--- src/rtl/lsu_load_issue.sv ---
// Load issue stage: pops the load buffer head, tracks loads in a tag table, issues
// them to the L1D, replays NACKed loads with the same tag and forwards completions.
module lsu_load_issue #(
  parameter  int ADDR_W  = 40,
  parameter  int DATA_W  = 64,
  parameter  int MAX_OUT = 8,
  localparam int TAG_W   = $clog2(MAX_OUT)
) (
  input  logic              clk,
  input  logic              rst_n,
  input  logic              lb_empty,
  input  logic [ADDR_W-1:0] lb_head_addr,
  output logic              lb_pop,
  output logic              req_valid,
  input  logic              req_ready,
  output logic [ADDR_W-1:0] req_addr,
  output logic [TAG_W-1:0]  req_tag,
  input  logic              rsp_valid,
  input  logic [TAG_W-1:0]  rsp_tag,
  input  logic              rsp_nack,
  input  logic [DATA_W-1:0] rsp_data,
  output logic              wb_valid,
  output logic [TAG_W-1:0]  wb_tag,
  output logic [DATA_W-1:0] wb_data,
  output logic [TAG_W:0]    outstanding,
  output logic              err_spurious
);

  logic [MAX_OUT-1:0] valid_q, valid_d;
  logic [MAX_OUT-1:0] replay_q, replay_d;
  logic [ADDR_W-1:0]  addr_q [MAX_OUT];
  logic [ADDR_W-1:0]  addr_d [MAX_OUT];

  logic              req_valid_q, req_valid_d;
  logic [ADDR_W-1:0] req_addr_q, req_addr_d;
  logic [TAG_W-1:0]  req_tag_q, req_tag_d;

  logic              wb_valid_q, wb_valid_d;
  logic [TAG_W-1:0]  wb_tag_q, wb_tag_d;
  logic [DATA_W-1:0] wb_data_q, wb_data_d;
  logic              err_spurious_q, err_spurious_d;

  logic             rep_found, free_found;
  logic [TAG_W-1:0] rep_idx, free_idx;
  logic             slot_free, alloc, rsp_hit;
  logic [TAG_W:0]   valid_count;

  // Lowest-index replay candidate and lowest-index free tag, from registered state only.
  always_comb begin
    rep_found  = 1'b0;
    rep_idx    = '0;
    free_found = 1'b0;
    free_idx   = '0;
    for (int i = MAX_OUT - 1; i >= 0; i--) begin
      if (valid_q[i] && replay_q[i]) begin
        rep_found = 1'b1;
        rep_idx   = TAG_W'(i);
      end
      if (!valid_q[i]) begin
        free_found = 1'b1;
        free_idx   = TAG_W'(i);
      end
    end
  end

  // L1D channel: a request transfers in a cycle where req_valid && req_ready; from the
  // cycle req_valid rises, req_addr/req_tag stay stable until that transfer happens.
  assign slot_free = !req_valid_q || req_ready;
  assign alloc     = slot_free && !rep_found && !lb_empty && free_found;
  assign lb_pop    = alloc && rst_n;
  assign rsp_hit   = rsp_valid && valid_q[rsp_tag];

  always_comb begin
    valid_d     = valid_q;
    replay_d    = replay_q;
    addr_d      = addr_q;
    req_valid_d = req_valid_q;
    req_addr_d  = req_addr_q;
    req_tag_d   = req_tag_q;
    if (slot_free) begin
      if (rep_found) begin
        req_valid_d       = 1'b1;
        req_addr_d        = addr_q[rep_idx];
        req_tag_d         = rep_idx;
        replay_d[rep_idx] = 1'b0;
      end else if (alloc) begin
        req_valid_d        = 1'b1;
        req_addr_d         = lb_head_addr;
        req_tag_d          = free_idx;
        valid_d[free_idx]  = 1'b1;
        replay_d[free_idx] = 1'b0;
        addr_d[free_idx]   = lb_head_addr;
      end else begin
        req_valid_d = 1'b0;
      end
    end
    // The allocated tag was free, so a hit can never target it in the same cycle.
    if (rsp_hit) begin
      if (rsp_nack) begin
        replay_d[rsp_tag] = 1'b1;
      end else begin
        valid_d[rsp_tag] = 1'b0;
      end
    end
  end

  always_comb begin
    wb_valid_d     = rsp_hit && !rsp_nack;
    wb_tag_d       = wb_valid_d ? rsp_tag : wb_tag_q;
    wb_data_d      = wb_valid_d ? rsp_data : wb_data_q;
    err_spurious_d = err_spurious_q || (rsp_valid && !valid_q[rsp_tag]);
  end

  always_comb begin
    valid_count = '0;
    for (int i = 0; i < MAX_OUT; i++) begin
      valid_count = valid_count + {{TAG_W{1'b0}}, valid_q[i]};
    end
  end

  always_ff @(posedge clk or negedge rst_n) begin
    if (!rst_n) begin
      valid_q        <= '0;
      replay_q       <= '0;
      req_valid_q    <= 1'b0;
      req_addr_q     <= '0;
      req_tag_q      <= '0;
      wb_valid_q     <= 1'b0;
      wb_tag_q       <= '0;
      wb_data_q      <= '0;
      err_spurious_q <= 1'b0;
    end else begin
      valid_q        <= valid_d;
      replay_q       <= replay_d;
      req_valid_q    <= req_valid_d;
      req_addr_q     <= req_addr_d;
      req_tag_q      <= req_tag_d;
      wb_valid_q     <= wb_valid_d;
      wb_tag_q       <= wb_tag_d;
      wb_data_q      <= wb_data_d;
      err_spurious_q <= err_spurious_d;
    end
  end

  // Entry addresses are only meaningful while valid, so they need no reset.
  always_ff @(posedge clk) begin
    addr_q <= addr_d;
  end

  assign req_valid    = req_valid_q;
  assign req_addr     = req_addr_q;
  assign req_tag      = req_tag_q;
  assign wb_valid     = wb_valid_q;
  assign wb_tag       = wb_tag_q;
  assign wb_data      = wb_data_q;
  assign outstanding  = valid_count;
  assign err_spurious = err_spurious_q;

endmodule

--- config.mk ---
export PLATFORM = sky130hd
export DESIGN_NAME = lsu_load_issue
export DESIGN_NICKNAME = d
export VERILOG_FILES = /design/src/rtl/lsu_load_issue.sv
export SDC_FILE = /design/constraint.sdc
export NUM_CORES = 1
export LEC_CHECK = 0
export ABC_AREA = 1
export BUFFER_PORTS_ARGS = -buffer_cell sky130_fd_sc_hd__clkbuf_2
export CAP_MARGIN = 10
export CORE_ASPECT_RATIO = 0.5
export CORE_MARGIN = 2
export CORE_UTILIZATION = 50
export DETAILED_ROUTE_END_ITERATION = 7
export PLACE_DENSITY_LB_ADDON = 0.12
export SETUP_SLACK_MARGIN = 0.5
export SYNTH_ARGS = -nofsm -noshare
export SYNTH_HDL_FRONTEND = slang
export SYNTH_SLANG_ARGS = --single-unit
--- constraint.sdc ---
create_clock -name clk -period 6.7 [get_ports clk]
set_input_delay 0.67 -clock clk [delete_from_list [all_inputs] [get_ports clk]]
set_output_delay 0.67 -clock clk [all_outputs]
set_load 0.02 [all_outputs]
### After elaboration in Yosys (flattened, before gate mapping)

Cells that the tools add are included.

* output and inout port bits: 118
* logic and storage cells: 135
* RAM bits: 0
* memories: 0
* ROM bits: 0
* bits in registers: 449
* latch bits: 0

* muxes and demuxes: 62
* eq/ne operators: 0
* shift-type cells: 0
* reduce and logical (&&, ||, !) cells: 29
* div/mod/pow operators: 0
* $lt $le $gt $ge: 9
* add/subtract/negate cells: 7
* multipliers: 0
* bitwise logic cells: 11

Operators by type and width (number)
* 320-bit bitwise mux: 1
* 40-bit 2-to-1 mux: 5
* 40-bit binary-select mux with 3-bit select: 1
* 40-bit demux with 3-bit select: 1
* 8-bit 2-to-1 mux: 10
* 3-bit 2-to-1 mux: 18
* 8-bit bitwise AND: 3
* 8-bit NOT: 3
* 1-bit 2-to-1 mux: 22
* 1-bit logical AND: 19
* 4-bit by 1-bit adder with 4-bit output: 4
* 8-bit OR: 2
* 3-bit by 4-bit less-than comparator with 1-bit output (second input constant): 3
* 1-bit demux with 3-bit select: 3
* 3-bit by 1-bit greater-or-equal comparator with 1-bit output (second input constant): 3
* 4-bit greater-or-equal comparator (second input constant): 2
* 3-bit NOT with 4-bit output: 2
* 1-bit zero test: 5
* 3-bit by 1-bit adder with 4-bit output: 1
* 4-bit by 1-bit less-than comparator with 1-bit output (second input constant): 1
* 2-bit by 1-bit adder with 3-bit output: 1
* 1-bit binary-select mux with 3-bit select: 1
* 3-bit AND reduction: 1
* 1-bit by 1-bit adder with 2-bit output: 1
* other kinds (4): 5

### Depth between registers and ports, before layout

Gate-level depths: netlist (run 1).

* depth after elaboration: 20
* gate-level depth with buffers: 16

### Least setup slack after synthesis (run 1)

No wires, ideal clock.

* path type: input -> register
* start: in req_ready
* end: reg addr_q[160] in the netlist's numbering, enable pin
* path buffers: 0
* slack: 2.196 ns
* stages: 6
* required time: 6.213 ns
* arrival time: 4.017 ns
* library setup time: 0.487 ns
* path through: nor2_2 > inv_1 > nand2_1 > nor2_2 > inv_1 > nor3_1

* word-level cells in the longest chain between the ends: 5

RTL lines
* start, declared: line 15 `input logic req_ready,`
* 1-bit logical OR *: line 68 `assign slot_free = !req_valid_q || req_ready;`
* 1-bit logical AND (3 in series): line 69 `assign alloc = slot_free && !rep_found && !lb_empty && free_found;`
* 3-bit AND reduction (no source line) *
* end signal, assigned: line 147 `addr_q <= addr_d;`
* end, declared: line 31 `logic [ADDR_W-1:0] addr_q [MAX_OUT];`

Mark *: on every way between the ends. The rest lies on a longest branch, timed or not.
A chain may end at the register's enable or synchronous reset.

### Worst setup path after layout (run 1)

* start: reg valid_q[1]
* end: out outstanding[2]

* word-level cells in the longest chain between the ends: 7

RTL lines
* start, declared: line 29 `logic [MAX_OUT-1:0] valid_q, valid_d;`
* start signal, assigned: line 133 `valid_q <= valid_d;`
* 1-bit by 1-bit adder with 2-bit output: line 117 `valid_count = valid_count + {{TAG_W{1'b0}}, valid_q[i]};`
* 2-bit by 1-bit adder with 3-bit output: line 117
* 3-bit by 1-bit adder with 4-bit output: line 117
* 4-bit by 1-bit adder with 4-bit output (4 in series): line 117
* end, declared: line 25 `output logic [TAG_W:0] outstanding,`

Every way passes these cells.

==> flow_summary.json, run 1 <==
{
  "crit_path_frequent_cell": "sky130_fd_sc_hd__fa_1",
  "power_report.internal_total_uw": 6390,
  "pin_count_of_the_biggest_net_entering_global_routing": 103,
  "synth_xor_xnor_area_share_pct": 0.0464,
  "worst_pin_slew_ns": 1.01,
  "synth_edf_count": 320,
  "tritoncts": "built",
  "drv_cap": 0,
  "mean_area_per_synthesized_cell_um2": 10.5,
  "critPathMaxStageDelay_ns": 0.55,
  "drc": 0,
  "clockRootBuffer": "sky130_fd_sc_hd__clkbuf_16",
  "end_kind": "output pin",
  "setup-tns-final_ns": 0,
  "fraction_of_the_cycle_the_final_worst_path_needs_pct": 63.6,
  "synth.yosys.seq_area_share_pct": 68.1,
  "finished_layout_cells": 2518,
  "drt-vias-per-instance": 5.30,
  "worst-setup-path-type": "reg -> out",
  "cts_buffers": 41,
  "totalWireLength_mm": 46.3,
  "grt.overflow.total": 0,
  "area_growth_pct": 15.3,
  "clock_path_buffers": 3,
  "fillerInstances": 3116,
  "clock_insertion_delay_worst_skew_ns": 0.55,
  "die_width_um": 279,
  "syn-cell-area_um2": 18900,
  "outcome": "complete, no violations",
  "critical_path_required_ns": 6.03,
  "synth-async-reset-ratio_pct": 28.7,
  "final_cell_mix": "534 x sky130_fd_sc_hd__nand2_1, 320 x sky130_fd_sc_hd__edfxtp_1, 229 x sky130_fd_sc_hd__clkbuf_2",
  "critical_path_arrival_ns": 3.59,
  "final_layout_size_suffix_gt1_share_pct": 16.9,
  "hold_viol_final": 0,
  "synth.lib_cells_used.distinct": 36,
  "die_area_um2": 39400,
  "placementRows": 50,
  "design.core.area_um2": 37300,
  "clk_pin_slew_worst_paths_ns": 0.06,
  "leakage_dissipation_uw": 0.00952,
  "num_antenna_cells": 0,
  "setup.worst_path.start_class": "flop",
  "main_combinational_cell_family_by_area_after_synthesis": "simple AND/OR/NAND/NOR gates",
  "placement.setup.worst_slack_ns": 3.03,
  "num-nets-final": 2114,
  "die_h_um": 141,
  "period_minus_slack_ns": 4.26,
  "net-switching-power_uw": 4870,
  "worst_clock_skew_ns": 0.0176,
  "critPathBufInv": 4,
  "clock-sinks": 449,
  "route.detailed.wl_per_inst_um": 18.4,
  "floorplan.initialDensity_pct": 50.6,
  "placed_cells_incl_taps": 2445,
  "final_common_cell": "sky130_fd_sc_hd__nand2_1",
  "holdCritPathClass": "in -> async",
  "synth-main-ff-cell": "sky130_fd_sc_hd__edfxtp_1",
  "cp_max_fo": 8,
  "buffer_ports.inserted": 230,
  "yosys-mux-area-fraction_pct": 0,
  "first_global_vias": 13000,
  "cts_hold_buffers_added": 0,
  "number_of_antenna_violations_at_the_first_check_in_global_routing": 1,
  "vias": 13300,
  "seq_power_share_pct": 34.8,
  "drv_slew": 0,
  "synthSimpleGateAreaFrac_pct": 23.2,
  "postCtsSetupBuffers": 0,
  "powerDensity_nw_per_um2": 518,
  "cts_resized": 0,
  "critical_path.cell_chain": "fa_1 > inv_1 > fa_1 > fa_1 > inv_1 > ha_1 > inv_1 > fa_1 > xnor2_1 > clkbuf_2",
  "swShare_pct": 43.2,
  "synthCells": 1799,
  "synth_fa_ha_area_share_pct": 0.624,
  "route.antenna.remaining_nets": 0,
  "irDropWorstVdd_mv": 0.477,
  "gr-usage-all-layers_pct": 23.8,
  "ys_warn_count": 0,
  "finalPower_uw": 11300,
  "critPathSlowestCell": "sky130_fd_sc_hd__fa_1",
  "pwr-share-clk_pct": 21.2,
  "first_iter_violations": 1223,
  "floorplan.io_pins": 231,
  "first_pass_detailed_route_iteration_total": 5,
  "setup_ws_ns": 2.44,
  "timing.fmax_ghz": 0.235,
  "syn_nets": 1919,
  "combinationalPowerShare_pct": 44.0,
  "post_synthesis_compound_gate_area_fraction_pct": 2.78,
  "gp_routability_congestion": 0.855,
  "htreeDepth": 2,
  "synth_seq_cells": 449,
  "dpl.hpwl_mm": 25.9,
  "path_delay_family": "adder cells",
  "report.final.setup_viol": 0,
  "rsz0062_at_grt": "false",
  "grt_first_pass_wirelength_mm": 72.5,
  "worst_slew_margin_relative_to_its_limit_pct": 32.8
}
[logic make-up (layout without fill, tap and decap cells)]
family	Yosys count	after routing
simple gates	1025	1025
flops	449	449
buf+inv	240	465
compound gates	77	77
fa+ha+maj	7	7
xor+xnor	1	1
[sequential cells by signal (all words and copies together) (netlist names)]
name,count
addr_q,320
valid_q,8
req_tag,3
replay_q,8
req_addr,40
err_spurious,1
wb_valid,1
wb_data,64
req_valid,1
wb_tag,3
[final cells by class]
| cell class | instances | area, um^2 | share of cell area, % |
|---|---|---|---|
| clock buffer | 55 | 1130 | 5.19 |
| clock inverter | 18 | 220 | 1.01 |
| inverter | 141 | 531 | 2.44 |
| multi-input combinational | 1110 | 5090 | 23.4 |
| sequential | 449 | 12800 | 59.0 |
| tap | 494 | 618 | 2.84 |
| timing repair buffer | 251 | 1320 | 6.05 |
[power groups by stage]
stage                     logic (uW)  registers, uW  clock network (uW)
after global placement          4930           3960                   0
after floorplan                 3050           4320                   0
after CTS                       5000           3920                2420
final                           4950           3910                2390
after detailed placement        4990           3960                   0
after global routing            5540           3980                2530
[worst paths after layout]
| kind | from | to | slack (ns) | cells after the start |
|---|---|---|---|---|
| setup / recovery | valid_q[1] | outstanding[2] | 2.44 | 10 |
| hold / removal | rst_n | wb_data[53] | 0.04 | 1 |
| setup reg to reg | valid_q[0] | req_addr[21] | 3.10 | 9 |
| hold reg to reg | wb_data[27] | wb_data[27] | 0.47 | 2 |
| max in group asynchronous | rst_n | req_addr[10] | 4.92 | 3 |
| min in group clk | rsp_data[33] | wb_data[33] | 0.32 | 3 |
[cell usage after synthesis, drive strengths merged (17+ instances only)]
library cell  number  share of area [%]
buf               78                2.1
clkbuf            21               0.42
dfrtp            129                 17
edfxtp           320                 51
inv              140                2.8
nand2            537                 11
nand3            160                4.3
nand4            105                3.5
nor2             221                4.6
o211ai            45                1.8
o21ai             17               0.45
[metal layers]
layer	vias to the layer above	global-route usage (%)	wire [um]
li1	6447	-	-
met1	6419	34.1	21100
met2	419	37.4	20900
met3	58	5.12	3550
met4	2	5.86	751
met5	-	0	13
[worst register-to-register path: cells and delay by family, from the launching register on]
family	cells	cell delay (ns)
flops	1	0.45
compound gates	1	0.15
buf+inv	1	0.84
simple gates	7	2.04
[stage by stage]
stage	util (%)	hold slack, ns	instance area, um^2
after floorplan	-	0.374	18900
final	58.3	0.0431	21700
after CTS	58.3	0.0469	21700
after global routing	58.3	0.0652	21700
after detailed placement	54.7	0.457	20400
after global placement	54.7	0.454	20400
Power figures use the tool's default switching activity.
==> run 2, diff against run 1 <==
==> constraint.sdc (replaced) <==
create_clock -name clk -period 3.6 [get_ports clk]
set_input_delay 0.36 -clock clk [delete_from_list [all_inputs] [get_ports clk]]
set_output_delay 0.36 -clock clk [all_outputs]
set_load 0.02 [all_outputs]
==> flow_summary.json, run 2 (same netlist as run 1, synthesis figures left out) <==
{
  "critical_path_arrival_ns": 3.44,
  "timing.fmax_ghz": 0.263,
  "gp_routability_congestion": 0.823,
  "failed_checks": "setup timing",
  "worst_pin_slew_ns": 0.725,
  "route.detailed.wl_per_inst_um": 18.2,
  "drc": 0,
  "floorplan.io_pins": 231,
  "end_kind": "output pin",
  "die_width_um": 279,
  "timing.reg2reg.worst_path_depth": 13,
  "final_common_cell": "sky130_fd_sc_hd__nand2_1",
  "buffer_ports.inserted": 230,
  "rsz0062_at_grt": "true",
  "leakage_dissipation_uw": 0.00984,
  "tritoncts": "built",
  "htreeDepth": 2,
  "pwr-share-clk_pct": 20.3,
  "drv_cap": 0,
  "setup_ws_ns": -0.204,
  "setup.worst_path.end": "outstanding[2]",
  "seq_power_share_pct": 33.1,
  "gr-usage-all-layers_pct": 24.0,
  "drt-vias-per-instance": 5.28,
  "drv_slew": 0,
  "hold_viol_final": 0,
  "report.final.setup_viol": 2,
  "clock-sinks": 449,
  "ff2ff_setup_slack_ns": 0.87,
  "route.antenna.remaining_nets": 0,
  "first_global_vias": 13100,
  "final_cell_mix": "534 x sky130_fd_sc_hd__nand2_1, 320 x sky130_fd_sc_hd__edfxtp_1, 225 x sky130_fd_sc_hd__clkbuf_2",
  "worst_slew_margin_relative_to_its_limit_pct": 51.5,
  "floorplan.initialDensity_pct": 50.6,
  "placementRows": 50,
  "final_layout_size_suffix_gt1_share_pct": 17.9,
  "first_pass_detailed_route_iteration_total": 5,
  "period_minus_slack_ns": 3.80,
  "clock_insertion_delay_worst_skew_ns": 0.55,
  "powerDensity_nw_per_um2": 975,
  "finish.utilization_pct": 60.4,
  "irDropWorstVdd_mv": 1.70,
  "net-switching-power_uw": 9400,
  "number_of_antenna_violations_at_the_first_check_in_global_routing": 1,
  "critical_path.reg2reg.endpoint": "req_addr[28]",
  "grt.overflow.total": 0,
  "fraction_of_the_cycle_the_final_worst_path_needs_pct": 106,
  "first_iter_violations": 1046,
  "hold_slack_ns": 0.0151,
  "design.core.area_um2": 37300,
  "die_h_um": 141,
  "worst-setup-path-type": "reg -> out",
  "worst_clock_skew_ns": 0.0174,
  "cp_max_fo": 2,
  "vias": 13600,
  "setup.worst_path.start_class": "flop",
  "holdCritPathClass": "in -> reg",
  "power_report.internal_total_uw": 12600,
  "timing.rr.start": "valid_q[0]",
  "area_growth_pct": 19.4,
  "critical_path_required_ns": 3.24,
  "combinationalPowerShare_pct": 46.6,
  "clk_pin_slew_worst_paths_ns": 0.07,
  "grt_first_pass_wirelength_mm": 73.5,
  "dpl.hpwl_mm": 27.2,
  "clockRootBuffer": "sky130_fd_sc_hd__clkbuf_16",
  "cts_buffers": 41,
  "clock_path_buffers": 3,
  "swShare_pct": 42.8,
  "outcome": "finished, violations left",
  "die_area_um2": 39400,
  "pin_count_of_the_biggest_net_entering_global_routing": 73,
  "largest_register_ff_count": 320,
  "totalWireLength_mm": 46.8,
  "num_antenna_cells": 0,
  "num-nets-final": 2171,
  "top_register": "addr_q",
  "startpoint": "valid_q[0]"
}
## run 2: cell count changes in the layout (fill, tap and decap cells not counted), sizes merged
| cell | change |
|---|---|
| inv | +1 |
| clkinv | +7 |
| bufinv | -2 |
| dlygate4sd3 | +42 |
| buf | +18 |
| clkbuf | -5 |
| clkinvlp | -1 |
## run 2: how the worst min path moves through the flow
stage | start | to | slack (ns) | depth (start not counted)
global route | rsp_data[16] | wb_data[16] | 0.02 | 3
finish | rsp_data[14] | wb_data[14] | 0.02 | 3
floorplan | rst_n | err_spurious | 0.06 | 0
CTS | rsp_data[23] | wb_data[23] | 0.0002 | 3
detailed placement | rst_n | wb_data[3] | 0.44 | 1
global placement | rst_n | wb_data[2] | 0.43 | 1
## run 2: critical path: stages (launching register included)
cell and delay [ns]:
sky130_fd_sc_hd__dfrtp_1 0.40, sky130_fd_sc_hd__fa_1 0.54, sky130_fd_sc_hd__inv_1 0.05, sky130_fd_sc_hd__fa_1 0.51
sky130_fd_sc_hd__fa_2 0.45, sky130_fd_sc_hd__inv_2 0.07, sky130_fd_sc_hd__ha_4 0.13, sky130_fd_sc_hd__inv_2 0.04
sky130_fd_sc_hd__fa_2 0.38, sky130_fd_sc_hd__xnor2_4 0.19, sky130_fd_sc_hd__buf_8 0.13
## run 2: what timing repair did
action | CTS | global route
hold buffers | 42 | 0
hold endpoints to repair | 110 | 0
gates resized for setup | 15 | 6
buffers inserted | 0 | 1
setup endpoints to repair | 4 | 5
pin swaps | 1 | 1
## run 2: area by class of cell
cell class / count / area [um^2]
Fill cell: 3088 / 14800
Sequential cell: 449 / 12800
Multi-Input combinational cell: 1110 / 5140
Timing Repair Buffer: 308 / 2020
Clock buffer: 53 / 1160
Tap cell: 494 / 618
Inverter: 141 / 531
Clock inverter: 23 / 194
## run 2: power by group through the flow
stage | Combinational (uW) | Sequential, uW | Clock (uW)
CTS | 10200 | 7270 | 4520
floorplan | 5840 | 8040 | 0
global placement | 9620 | 7330 | 0
global route | 11300 | 7380 | 4720
finish | 10200 | 7270 | 4450
detailed placement | 9710 | 7340 | 0
## run 2: per-layer routing
layer  global-route usage [%]  wire, um  vias to the layer above
li1                         -         -                     6570
met1                     34.9     21700                     6581
met2                     38.3     21600                      394
met3                     4.50      2960                       56
met4                     4.81       633                        2
met5                        0        13                        -
## run 2: per-stage QoR
stage / instance area (um^2) / setup TNS (ns) / cells / total power [uW] / worst slack, ns
6_report: 22500 / -0.398 / 2578 / 22000 / -0.204
5_1_grt: 22500 / -0.607 / 2578 / 23400 / -0.311
4_1_cts: 22500 / -0.497 / 2577 / 22000 / -0.251
3_5_place_dp: 20700 / 0 / 2459 / 17100 / 0.358
3_3_place_gp: 20700 / 0 / 2459 / 17000 / 0.347
2_1_floorplan: 18900 / 0 / 1799 / 13900 / 0.483
==> run 3, diff against run 2 <==
--- a/config.mk
+++ b/config.mk
@@ -10,7 +10,7 @@
 export CAP_MARGIN = 10
 export CORE_ASPECT_RATIO = 0.5
 export CORE_MARGIN = 2
-export CORE_UTILIZATION = 50
+export CORE_UTILIZATION = 30
 export DETAILED_ROUTE_END_ITERATION = 7
 export PLACE_DENSITY_LB_ADDON = 0.12
 export SETUP_SLACK_MARGIN = 0.5
==> flow_summary.json, run 3 (same netlist as run 1, synthesis figures left out) <==
{
  "outcome": "finished, violations left",
  "failed_checks": "setup timing",
  "setup_ws_ns": -0.187,
  "leakage_dissipation_uw": 0.0101,
  "end_kind": "output pin",
  "first_iter_violations": 833,
  "clock_path_buffers": 3,
  "floorplan.io_pins": 231,
  "largest_register_ff_count": 320,
  "path_delay_family": "adder cells",
  "route.detailed.wl_per_inst_um": 18.4,
  "die_area_um2": 65000,
  "grt_first_pass_wirelength_mm": 84.3,
  "clockRootBuffer": "sky130_fd_sc_hd__clkbuf_16",
  "vias": 13700,
  "number_of_antenna_violations_at_the_first_check_in_global_routing": 2,
  "final_common_cell": "sky130_fd_sc_hd__nand2_1",
  "dpl.hpwl_mm": 31.1,
  "final_layout_size_suffix_gt1_share_pct": 18.5,
  "design.core.area_um2": 61700,
  "critical_path_depth": 10,
  "top_register": "addr_q",
  "layout.area.seq_um2": 12800,
  "clock_insertion_delay_worst_skew_ns": 0.58,
  "pin_count_of_the_biggest_net_entering_global_routing": 101,
  "floorplan.initialDensity_pct": 30.6,
  "critical_path_required_ns": 3.24,
  "cell_count_of_the_worst_hold_path": 3,
  "finish.utilization_pct": 38.0,
  "drc": 0,
  "placement.setup.worst_slack_ns": 0.350,
  "die_h_um": 181,
  "startpoint": "valid_q[0]",
  "critical_path.cell_chain": "fa_1 > inv_1 > fa_1 > fa_2 > inv_2 > ha_4 > inv_2 > fa_2 > inv_2 > buf_8",
  "critPathBufInv": 5,
  "final_cell_mix": "532 x sky130_fd_sc_hd__nand2_1, 320 x sky130_fd_sc_hd__edfxtp_1, 224 x sky130_fd_sc_hd__clkbuf_2",
  "critical_path_arrival_ns": 3.43,
  "holdCritPathClass": "in -> reg",
  "worst_hold_launch": "rsp_data[52]",
  "htreeDepth": 2,
  "worst_pin_slew_ns": 0.785,
  "hold_viol_final": 0,
  "grt.overflow.total": 0,
  "rsz0062_at_grt": "true",
  "critPathMaxStageDelay_ns": 0.55,
  "powerDensity_nw_per_um2": 976,
  "first_global_vias": 13800,
  "timing.reg2reg.worst_path_depth": 13,
  "area_growth_pct": 24.2,
  "clock-sinks": 449,
  "finished_layout_cells": 2956,
  "placed_cells_incl_taps": 2796,
  "drv_cap": 0,
  "crit_path_frequent_cell": "sky130_fd_sc_hd__inv_2",
  "multi_input_comb_area_um2": 5150,
  "cp_max_fo": 2,
  "finalPower_uw": 22900,
  "drv_slew": 0,
  "gr-usage-all-layers_pct": 16.8,
  "first_pass_detailed_route_iteration_total": 5,
  "die_width_um": 359,
  "critPathSlowestCell": "sky130_fd_sc_hd__fa_1",
  "fraction_of_the_cycle_the_final_worst_path_needs_pct": 105,
  "timing.rr.start": "valid_q[0]",
  "cts_buffers": 45,
  "timing.fmax_ghz": 0.264,
  "buffer_ports.inserted": 230,
  "worst_clock_skew_ns": 0.0194,
  "irDropWorstVdd_mv": 0.664,
  "num-nets-final": 2213,
  "period_minus_slack_ns": 3.79,
  "route.antenna.remaining_nets": 0,
  "worst-setup-path-type": "reg -> out",
  "worst_slew_margin_relative_to_its_limit_pct": 47.7,
  "clk_pin_slew_worst_paths_ns": 0.06,
  "tritoncts": "built",
  "report.final.setup_viol": 3,
  "totalWireLength_mm": 54.3,
  "placementRows": 64,
  "gp_routability_congestion": 0.770,
  "fillerInstances": 6133,
  "setup.worst_path.start_class": "flop",
  "drt-vias-per-instance": 4.62
}
==> run 3: worst paths after layout <==
| path | to | slack [ns] |
|---|---|---|
| worst min register to register | wb_data[24] | 0.47 |
| worst max-delay path | outstanding[1] | -0.19 |
| min in group asynchronous | wb_data[12] | 0.32 |
| max in group asynchronous | req_addr[10] | 2.40 |
| worst min-delay path | wb_data[52] | 0.03 |
| worst max register to register | addr_q[311] | 0.77 |
==> run 3: power breakdown <==
group / switching (uW) / internal, uW
clock network: 2110 / 2790
registers: 485 / 6750
logic: 7220 / 3510
total: 9810 / 13000
==> run 3: metal layers <==
layer	part of all wire (%)	vias up	track usage (%)
li1	-	6662	-
met1	48	6678	23.9
met2	45	252	26.6
met3	4.6	67	3.42
met4	1.6	2	3.25
met5	0.024	-	0
==> run 3: layout make-up <==
class	instances	area share, %
clock inverters	19	0.823
diodes	1	0.0107
clock buffers	65	5.65
well taps	825	4.41
flip-flops and latches	449	54.8
multi-input cells	1110	22.0
inverters	141	2.29
repair buffers	346	10.0
==> run 3: per-stage QoR <==
step / setup TNS [ns] / hold WS [ns] / instance area (um^2)
after floorplan: 0 / 0.0644 / 18900
after global placement: 0 / 0.395 / 21100
after detailed placement: 0 / 0.380 / 21100
after CTS: -0.632 / 0.0101 / 23300
after global routing: -0.861 / 0.0296 / 23400
final: -0.468 / 0.0293 / 23400
==> run 3: what timing repair did <==
item / 4_1_cts / 5_1_grt
pin swaps: 1 / 5
hold buffers: 62 / 0
gates resized for setup: 18 / 10
setup endpoints to repair: 4 / 8
buffers inserted: 3 / 10
endpoints found under the hold margin: 121 / 0
==> run 3: worst reg2reg max path: stages, from the launching register on <==
cell and delay (ns):
sky130_fd_sc_hd__dfrtp_1 0.40, sky130_fd_sc_hd__buf_4 0.14, sky130_fd_sc_hd__buf_4 0.14, sky130_fd_sc_hd__nand2_2 0.09, sky130_fd_sc_hd__nand2_1 0.08, sky130_fd_sc_hd__inv_2 0.08, sky130_fd_sc_hd__nand2_4 0.09, sky130_fd_sc_hd__nor2_4 0.18
sky130_fd_sc_hd__nand2_1 0.11, sky130_fd_sc_hd__nor2_4 0.22, sky130_fd_sc_hd__buf_4 0.15, sky130_fd_sc_hd__nand3_1 0.08, sky130_fd_sc_hd__inv_2 0.41, sky130_fd_sc_hd__buf_4 0.33
